--- src/rtl/stash_pkg.sv ---
// Shared widths and wrap arithmetic for the sample stash.
// Latency: none, constant functions only.
// Backpressure: none.
package stash_pkg;

    // Pointer width: enough bits to address DEPTH slots, never less than 1.
    function automatic int ptr_w(input int depth);
        return ($clog2(depth) < 1) ? 1 : $clog2(depth);
    endfunction

    // Counter width: enough bits to hold the value DEPTH itself.
    function automatic int cnt_w(input int depth);
        return $clog2(depth + 1);
    endfunction

    // (a - 1 - b) mod depth for a, b in [0, depth-1].
    // The raw difference is never below -depth, so one conditional add is
    // enough, and depth does not have to be a power of two.
    function automatic int wrap_sub(input int a, input int b, input int depth);
        int d;
        d = a - 1 - b;
        if (d < 0) d = d + depth;
        return d;
    endfunction

endpackage

--- src/rtl/stash_nav_ring_ctr.sv ---
// Wrapping up/down counter whose wrap point is a runtime limit.
// Latency: value updates one edge after zero/up/dn.
// Backpressure: none; a step is taken on every edge where it is requested.
//
// Ports: clk, reset (async active-low), zero (force 0, wins over steps),
//        up (limit-1 -> 0), dn (0 -> limit-1, only with STASH_NAV_PREV_EN),
//        limit (current modulus, must be >= 1 when stepping), value.
module ring_ctr #(
    parameter int VAL_W = 3,
    parameter int LIM_W = 3
) (
    input  logic             clk,
    input  logic             reset,
    input  logic             zero,
    input  logic             up,
    input  logic             dn,
    input  logic [LIM_W-1:0] limit,
    output logic [VAL_W-1:0] value
);

`ifndef STASH_NAV_PREV_EN
    // Down stepping is not built; the port is kept so both builds share
    // one instantiation.
    logic unused_dn;
    assign unused_dn = dn;
`endif

    always_ff @(posedge clk or negedge reset) begin
        if (!reset) begin
            value <= '0;
        end else if (zero) begin
            value <= '0;
        end else if (up) begin
            value <= (LIM_W'(value) == limit - LIM_W'(1)) ? '0 : value + VAL_W'(1);
        end
`ifdef STASH_NAV_PREV_EN
        else if (dn) begin
            value <= (value == '0) ? VAL_W'(limit - LIM_W'(1)) : value - VAL_W'(1);
        end
`endif
    end

endmodule

--- src/rtl/stash_nav.sv ---
// Circular stash of the last DEPTH samples with older/newer navigation.
// Latency: write and navigation take effect one edge later; sample_out is combinational from state.
// Backpressure: none; writes while frozen are dropped and flagged.
//
// Ports: clk, reset (async active-low), sample_in/sample_in_valid (store),
//        next_sample (older), prev_sample (newer), freeze (drop writes),
//        clear (sync empty); sample_out/sample_out_valid, index (age of
//        shown sample), count, full, overflow (sticky), dropped (sticky).
// Build option: STASH_NAV_PREV_EN enables prev_sample; otherwise it is
// ignored and next_sample alone steps, even when both are high.
module stash_nav
    import stash_pkg::*;
#(
    parameter  int WIDTH = 8,
    parameter  int DEPTH = 5,
    localparam int PTR_W = ptr_w(DEPTH),
    localparam int CNT_W = cnt_w(DEPTH)
) (
    input  logic             clk,
    input  logic             reset,
    input  logic [WIDTH-1:0] sample_in,
    input  logic             sample_in_valid,
    input  logic             next_sample,
    input  logic             prev_sample,
    input  logic             freeze,
    input  logic             clear,
    output logic [WIDTH-1:0] sample_out,
    output logic             sample_out_valid,
    output logic [PTR_W-1:0] index,
    output logic [CNT_W-1:0] count,
    output logic             full,
    output logic             overflow,
    output logic             dropped
);

    localparam logic [CNT_W-1:0] DEPTH_C = CNT_W'(DEPTH);

    logic [WIDTH-1:0] mem [DEPTH];
    logic [PTR_W-1:0] wr_ptr;
    logic [PTR_W-1:0] shown;
    logic             wr;
    logic             drop;
    logic             nav_ok;
    logic             step_up;
    logic             step_dn;

    assign wr     = sample_in_valid && !freeze && !clear;
    assign drop   = sample_in_valid &&  freeze && !clear;
    // A real write forces index to 0, so navigation only matters otherwise.
    assign nav_ok = !clear && !wr && (count != '0);

`ifdef STASH_NAV_PREV_EN
    assign step_up = nav_ok && next_sample && !prev_sample;
    assign step_dn = nav_ok && prev_sample && !next_sample;
`else
    logic unused_prev;
    assign unused_prev = prev_sample;
    assign step_up = nav_ok && next_sample;
    assign step_dn = 1'b0;
`endif

    ring_ctr #(.VAL_W(PTR_W), .LIM_W(CNT_W)) u_wr_ptr (
        .clk   (clk),
        .reset (reset),
        .zero  (clear),
        .up    (wr),
        .dn    (1'b0),
        .limit (DEPTH_C),
        .value (wr_ptr)
    );

    ring_ctr #(.VAL_W(PTR_W), .LIM_W(CNT_W)) u_index (
        .clk   (clk),
        .reset (reset),
        .zero  (clear || wr),
        .up    (step_up),
        .dn    (step_dn),
        .limit (count),
        .value (index)
    );

    // Storage has no reset: contents are meaningless whenever count is 0.
    always_ff @(posedge clk) begin
        if (wr) mem[wr_ptr] <= sample_in;
    end

    always_ff @(posedge clk or negedge reset) begin
        if (!reset) begin
            count    <= '0;
            overflow <= 1'b0;
            dropped  <= 1'b0;
        end else if (clear) begin
            count    <= '0;
            overflow <= 1'b0;
            dropped  <= 1'b0;
        end else begin
            if (wr && !full) count <= count + CNT_W'(1);
            if (wr && full)  overflow <= 1'b1;
            if (drop)        dropped  <= 1'b1;
        end
    end

    assign shown            = PTR_W'(wrap_sub(int'(wr_ptr), int'(index), DEPTH));
    assign full             = (count == DEPTH_C);
    assign sample_out_valid = (count != '0);
    assign sample_out       = sample_out_valid ? mem[shown] : '0;

endmodule

--- config.mk ---
export PLATFORM = sky130hd
export DESIGN_NAME = stash_nav
export DESIGN_NICKNAME = d
export VERILOG_FILES = /design/src/rtl/stash_pkg.sv /design/src/rtl/stash_nav_ring_ctr.sv /design/src/rtl/stash_nav.sv
export SDC_FILE = /design/constraint.sdc
export NUM_CORES = 1
export LEC_CHECK = 0
export BUFFER_PORTS_ARGS = -buffer_cell sky130_fd_sc_hd__buf_4
export CAP_MARGIN = 15
export CORE_ASPECT_RATIO = 0.6
export CORE_MARGIN = 3
export CORE_UTILIZATION = 40
export CTS_CLUSTER_SIZE = 28
export DETAILED_ROUTE_END_ITERATION = 8
export GPL_ROUTABILITY_DRIVEN = 0
export PLACE_DENSITY_LB_ADDON = 0.3
export SKIP_LAST_GASP = 1
export SLEW_MARGIN = 5
export SYNTH_ARGS = -nofsm -noshare
export SYNTH_HDL_FRONTEND = slang
export SYNTH_SLANG_ARGS = --single-unit
--- constraint.sdc ---
create_clock -name clk -period 6.9 [get_ports clk]
set_input_delay 1.725 -clock clk [delete_from_list [all_inputs] [get_ports clk]]
set_output_delay 1.725 -clock clk [all_outputs]
set_load 0.01 [all_outputs]
==> Word level (Yosys, flattened, before mapping) <==
Memory sizes are Yosys's and may differ from the RTL's.
Cells that the tools add are included.
{ "totals": {"ff_bits": 11, "ramBits": 40, "input_bits": 15, "output_inout_bits": 18, "elab_cells": 53, "memories": 1} }
{ "memory_table": {"columns": ["memory", "words", "width", "rd", "rd_clocked_by_memory_dff", "write_ports", "line", "text"], "rows": [
  ["mem", 5, 8, 1, 0, 1, "stash_nav.sv:38", "logic [WIDTH-1:0] mem [DEPTH];"]
]} }
{ "op_classes": {"add_sub_neg": 7, "magnitude_cmp": 1, "n_eq_ne": 3, "n_mux": 16, "reduce_logical": 20} }
{ "op_table": {"columns": ["operator", "count"], "rows": [
  ["3-bit two-way mux", 9],
  ["2-bit nonzero test", 5],
  ["3-bit by 1-bit adder with 3-bit output, second input constant", 3],
  ["1-bit logical AND", 9],
  ["8-bit two-way mux", 1],
  ["3-bit == test, second input constant", 2],
  ["1-bit two-way mux", 6],
  ["5-bit by 1-bit less-than comparator with 1-bit output, second input constant", 1],
  ["4-bit by 4-bit subtractor with 5-bit output", 1],
  ["1-bit zero test", 4],
  ["3-bit by 1-bit subtractor with 4-bit output, second input constant", 1],
  ["3-bit adder, second input constant", 1],
  ["3-bit == test", 1],
  ["3-bit nonzero test", 1],
  ["3-bit by 1-bit subtractor with 3-bit output, second input constant", 1],
  ["1-bit logical OR", 1]
]} }

==> Longest topological paths before layout <==
{ "logic_depth": {"depth_word": 9, "mapped_depth": 11, "depth_no_buf": 9} }

==> By module <==
From an unflattened synthesis, not the netlist that was laid out.
{ "hier_totals": {"cells_unflattened": 182, "area_unflattened_um2": 2715.1} }
{ "by_module_without_submodules": {"columns": ["module", "instances", "cells_each", "area_per_inst_um2", "seq_area_each_um2"], "rows": [
  ["stash_nav", 1, 136, 2262.2, 1326.3],
  ["ring_ctr", 2, 23, 226.5, 75.1]
]} }

==> Least setup slack after synthesis <==
Ideal clock, no wire load.
{ "synth_path": {"path_kind": "flip-flop to output port", "from": "reg u_wr_ptr.value[0]", "to": "out sample_out[0]", "arrival_ns": 2.850, "required_ns": 5.175, "path_slack_ns": 2.325, "path_stages_with_launch": 12, "path_buffers": 3, "path_cell_list": "dfrtp_1 -> buf_4 -> inv_1 -> ha_1 -> fa_1 -> clkbuf_1 -> inv_1 -> ha_1 -> clkbuf_1 -> mux4_2 -> mux2i_1 -> o2bb2ai_1"} }
{ "synth_via": {"elab_chain_len": 6, "word_cells_on_any_way": 7, "classes_between": "add/sub (3); order compare (1); mux (2); memory (1)"} }
{ "synth_lines": {"columns": ["item", "line", "text"], "rows": [
  ["from (decl)", "stash_nav_ring_ctr.sv:18", "output logic [VAL_W-1:0] value"],
  ["from (signal assigned)", "stash_nav_ring_ctr.sv:34", "value <= (LIM_W'(value) == limit - LIM_W'(1)) ? '0 : value + VAL_W'(1);"],
  ["3-bit by 1-bit subtractor with 4-bit output (*)", "stash_pkg.sv:21", "d = a - 1 - b;"],
  ["4-bit by 4-bit subtractor with 5-bit output (*)", "stash_pkg.sv:21", null],
  ["5-bit by 1-bit less-than comparator with 1-bit output / 3-bit adder (equally long branches)", "stash_pkg.sv:22", "if (d < 0) d = d + depth;"],
  ["3-bit two-way mux (*)", "stash_pkg.sv:22", null],
  ["memory read 5 x 8 bit (*)", null, null],
  ["8-bit two-way mux (*)", "stash_nav.sv:106", "assign sample_out = sample_out_valid ? mem[shown] : '0;"],
  ["to (decl)", "stash_nav.sv:27", "output logic [WIDTH-1:0] sample_out,"]
]} }
Mark *: on every way between the ends. The rest lies on a longest branch, timed or not.

==> Final worst setup path <==
{ "layout_path": {"from": "reg u_wr_ptr.value[0]", "to": "out sample_out[4]"} }
The elaborated chain is that of the path after synthesis.

==> results.py <==
metrics = {
    "clock_network": {
        "cts.htree.levels": 2,
        "clk_latency_ns": 0.30,
        "cts_tree": "built",
        "post_cts_buffers": 0,
        "clk_pin_slew_ns": 0.08,
        "cts.sinks": 51,
        "cts_buffer_depth": 2,
        "numCtsBuffers": 5,
        "cts-root-buf": "clkbuf_8",
        "ctsResizeCount": 0,
        "holdBufCountCts": 0,
    },
    "final_layout": {
        "area_delta_synth_final_pct": 15.5,
        "layout_commonest_cell": "edfxtp_1",
        "diodes": 0,
        "fill_cells": 517,
        "multi_input_area_um2": 1070,
        "drive_gt1_share_pct": 29.8,
        "nets": 232,
        "final_cell_mix": "edfxtp_1, buf_4, mux4_2",
        "ff_latch_area_um2": 1480,
    },
    "yosys": {
        "synth_edf_count": 40,
        "async_flop_share_pct": 21.6,
        "yosysUniqueCellTypes": 33,
        "ys_warn_count": 0,
        "synth-seq-cells": 51,
        "synthesis.area_um2": 2630,
        "synthFlopType": "edfxtp_1",
        "syn-mean-instance-area_um2": 15.2,
        "netlist_instances": 173,
        "synth_nets": 200,
        "ys_seq_area_share_pct": 56.1,
    },
    "power_and_ir_drop": {
        "power_frac_clock_pct": 30.2,
        "intPower_w": 0.000504,
        "power.ir.vdd_worst_mv": 0.0879,
        "switching_share_pct": 23.6,
        "p_sw_w": 0.000156,
        "power.density_nw_per_um2": 217,
        "leakage_nw": 1.16,
        "comb_power_share_pct": 18.2,
        "pwr-share-seq_pct": 51.5,
    },
    "global_routing": {
        "grt_pass1_vias": 1440,
        "grt_usage_pct": 13.5,
        "grt_pass1_wl_um": 7810,
        "grt_antenna_before_repair": 0,
        "overflow": 0,
        "grt_max_degree": 18,
    },
    "critical_path": {
        "cp.required_ns": 5.18,
        "critPathKind": "reg2out",
        "start_kind": "register",
        "cp.arrival_ns": 3.56,
        "cp-end-kind": "primary output",
        "rr_worst_depth": 3,
        "crit_fanout": 10,
    },
    "floorplan": {
        "die_w_um": 111,
        "fp-row-count": 22,
        "coreArea_um2": 6250,
        "dieArea_um2": 7630,
        "io_pins": 33,
        "initial_core_util_pct": 42.2,
        "die_y_um": 68.9,
    },
    "timing": {
        "worst_pin_slew_ns": 0.998,
        "min_period_ns": 5.28,
        "finalCritPeriodShare_pct": 76.6,
        "timing.final.ws_setup_ns": 1.62,
        "setup_tns_ns": 0,
        "slew_headroom_pct": 33.5,
        "finalSetupViolCount": 0,
        "hold_viol_final": 0,
        "clock_skew_ns": 0.00825,
        "maxSlewViolCount": 0,
        "rsz0062_at_grt": "false",
        "max_freq_ghz": 0.189,
    },
    "route": {
        "wl_um": 4900,
        "drt_iter0_markers": 124,
        "vias_per_cell": 5.13,
        "drt_first_pass_iters": 4,
        "num_vias": 1483,
        "drtAntennaViolNets": 0,
        "wl_per_cell_um": 17.0,
        "top_layer_used": "met4",
        "wl_met3_um": 170,
        "met2_length_um": 2120,
        "drt-met1-wl_um": 2570,
        "drc": 0,
    },
    "placement": {
        "pre_cts_slack_ns": 1.91,
        "hpwl_um": 3560,
        "io_buffers": 31,
    },
    "min_path": {
        "whs_path_depth": 2,
        "hp-class": "reg2reg",
    },
    "outcome": {
        "status": "complete, no violations",
    },
    "run": {
        "maxCapViolations": 0,
    },
}
-- flip-flops by register name, indices dropped and copies added (netlist names) --
name and count:
u_wr_ptr.value 3, overflow 1, u_index.value 3, mem 40
count 3, dropped 1
-- cell families after synthesis --
group | Yosys count | share of synthesized area, %
xor gates and xnor gates | 7 | 2.33
muxes | 27 | 18.5
AOI/OAI and AO/OA | 23 | 6.70
adders and majority gates | 12 | 5.99
buffers and inverters | 18 | 3.47
and+or+nand+nor | 35 | 6.94
DFF | 51 | 56.1
-- synthesized netlist by cell type, types with 5 or more instances --
cell type	count	area [um^2]
dfrtp_1	11	275
mux4_2	16	360
nand2_1	7	26.3
xnor2_1	5	43.8
mux2i_1	9	90.1
o2bb2ai_1	8	70.1
ha_1	11	138
a21oi_1	7	35.0
edfxtp_1	40	1200
nor2_1	10	37.5
nand2b_1	5	31.3
inv_1	9	33.8
-- critical path: stages, from the launching register on --
cell and delay (ns):
dfrtp_1 0.57, inv_1 0.12, ha_1 0.36, fa_1 0.83
inv_1 0.09, ha_1 0.53, mux4_2 0.35, mux2i_1 0.15
o2bb2ai_1 0.11, buf_4 0.16
-- through the flow --
stage / total power [W] / std cells / hold WS [ns] / instance area, um^2 / util [%]
6_report: 0.000661 / 289 / 0.507 / 3040 / 48.7
5_1_grt: 0.000688 / 289 / 0.542 / 3040 / 48.7
4_1_cts: 0.000664 / 289 / 0.521 / 3040 / 48.7
3_5_place_dp: 0.000469 / 282 / 0.501 / 2940 / 47.0
3_3_place_gp: 0.000468 / 282 / 0.492 / 2940 / 47.0
2_1_floorplan: 0.000433 / 173 / 0.526 / 2630 / -
-- final cells by class --
cell class / instances / area share, %
flip-flops and latches: 51 / 48.5
multi-input cells: 104 / 35.0
repair buffers: 34 / 8.39
well taps: 84 / 3.45
clock buffers: 5 / 2.26
clock inverters: 2 / 1.23
inverters: 9 / 1.11
-- metal layers --
layer,GRT usage [%],vias up
met4,3.69,0
met2,20.0,28
met1,19.8,732
met5,0,-
met3,3.31,7
li1,-,716
-- final timing paths --
check | startpoint | to | slack, ns
min | dropped | dropped | 0.51
min in group asynchronous | reset | count[2] | 1.25
max | u_wr_ptr.value[0] | sample_out[4] | 1.62
max reg2reg | u_wr_ptr.value[1] | mem[3][4] | 4.89
min reg2reg | dropped | dropped | 0.51
max in group asynchronous | reset | u_wr_ptr.value[0] | 5.50
-- power by group through the flow --
stage / logic [W] / clock network [W] / registers (W)
global placement: 0.000121 / 0 / 0.000347
detailed placement: 0.000122 / 0 / 0.000347
finish: 0.000120 / 0.000200 / 0.000340
floorplan: 0.0000864 / 0 / 0.000346
global route: 0.000133 / 0.000214 / 0.000341
CTS: 0.000122 / 0.000201 / 0.000340
No activity file was read; power rests on OpenSTA's default activity.
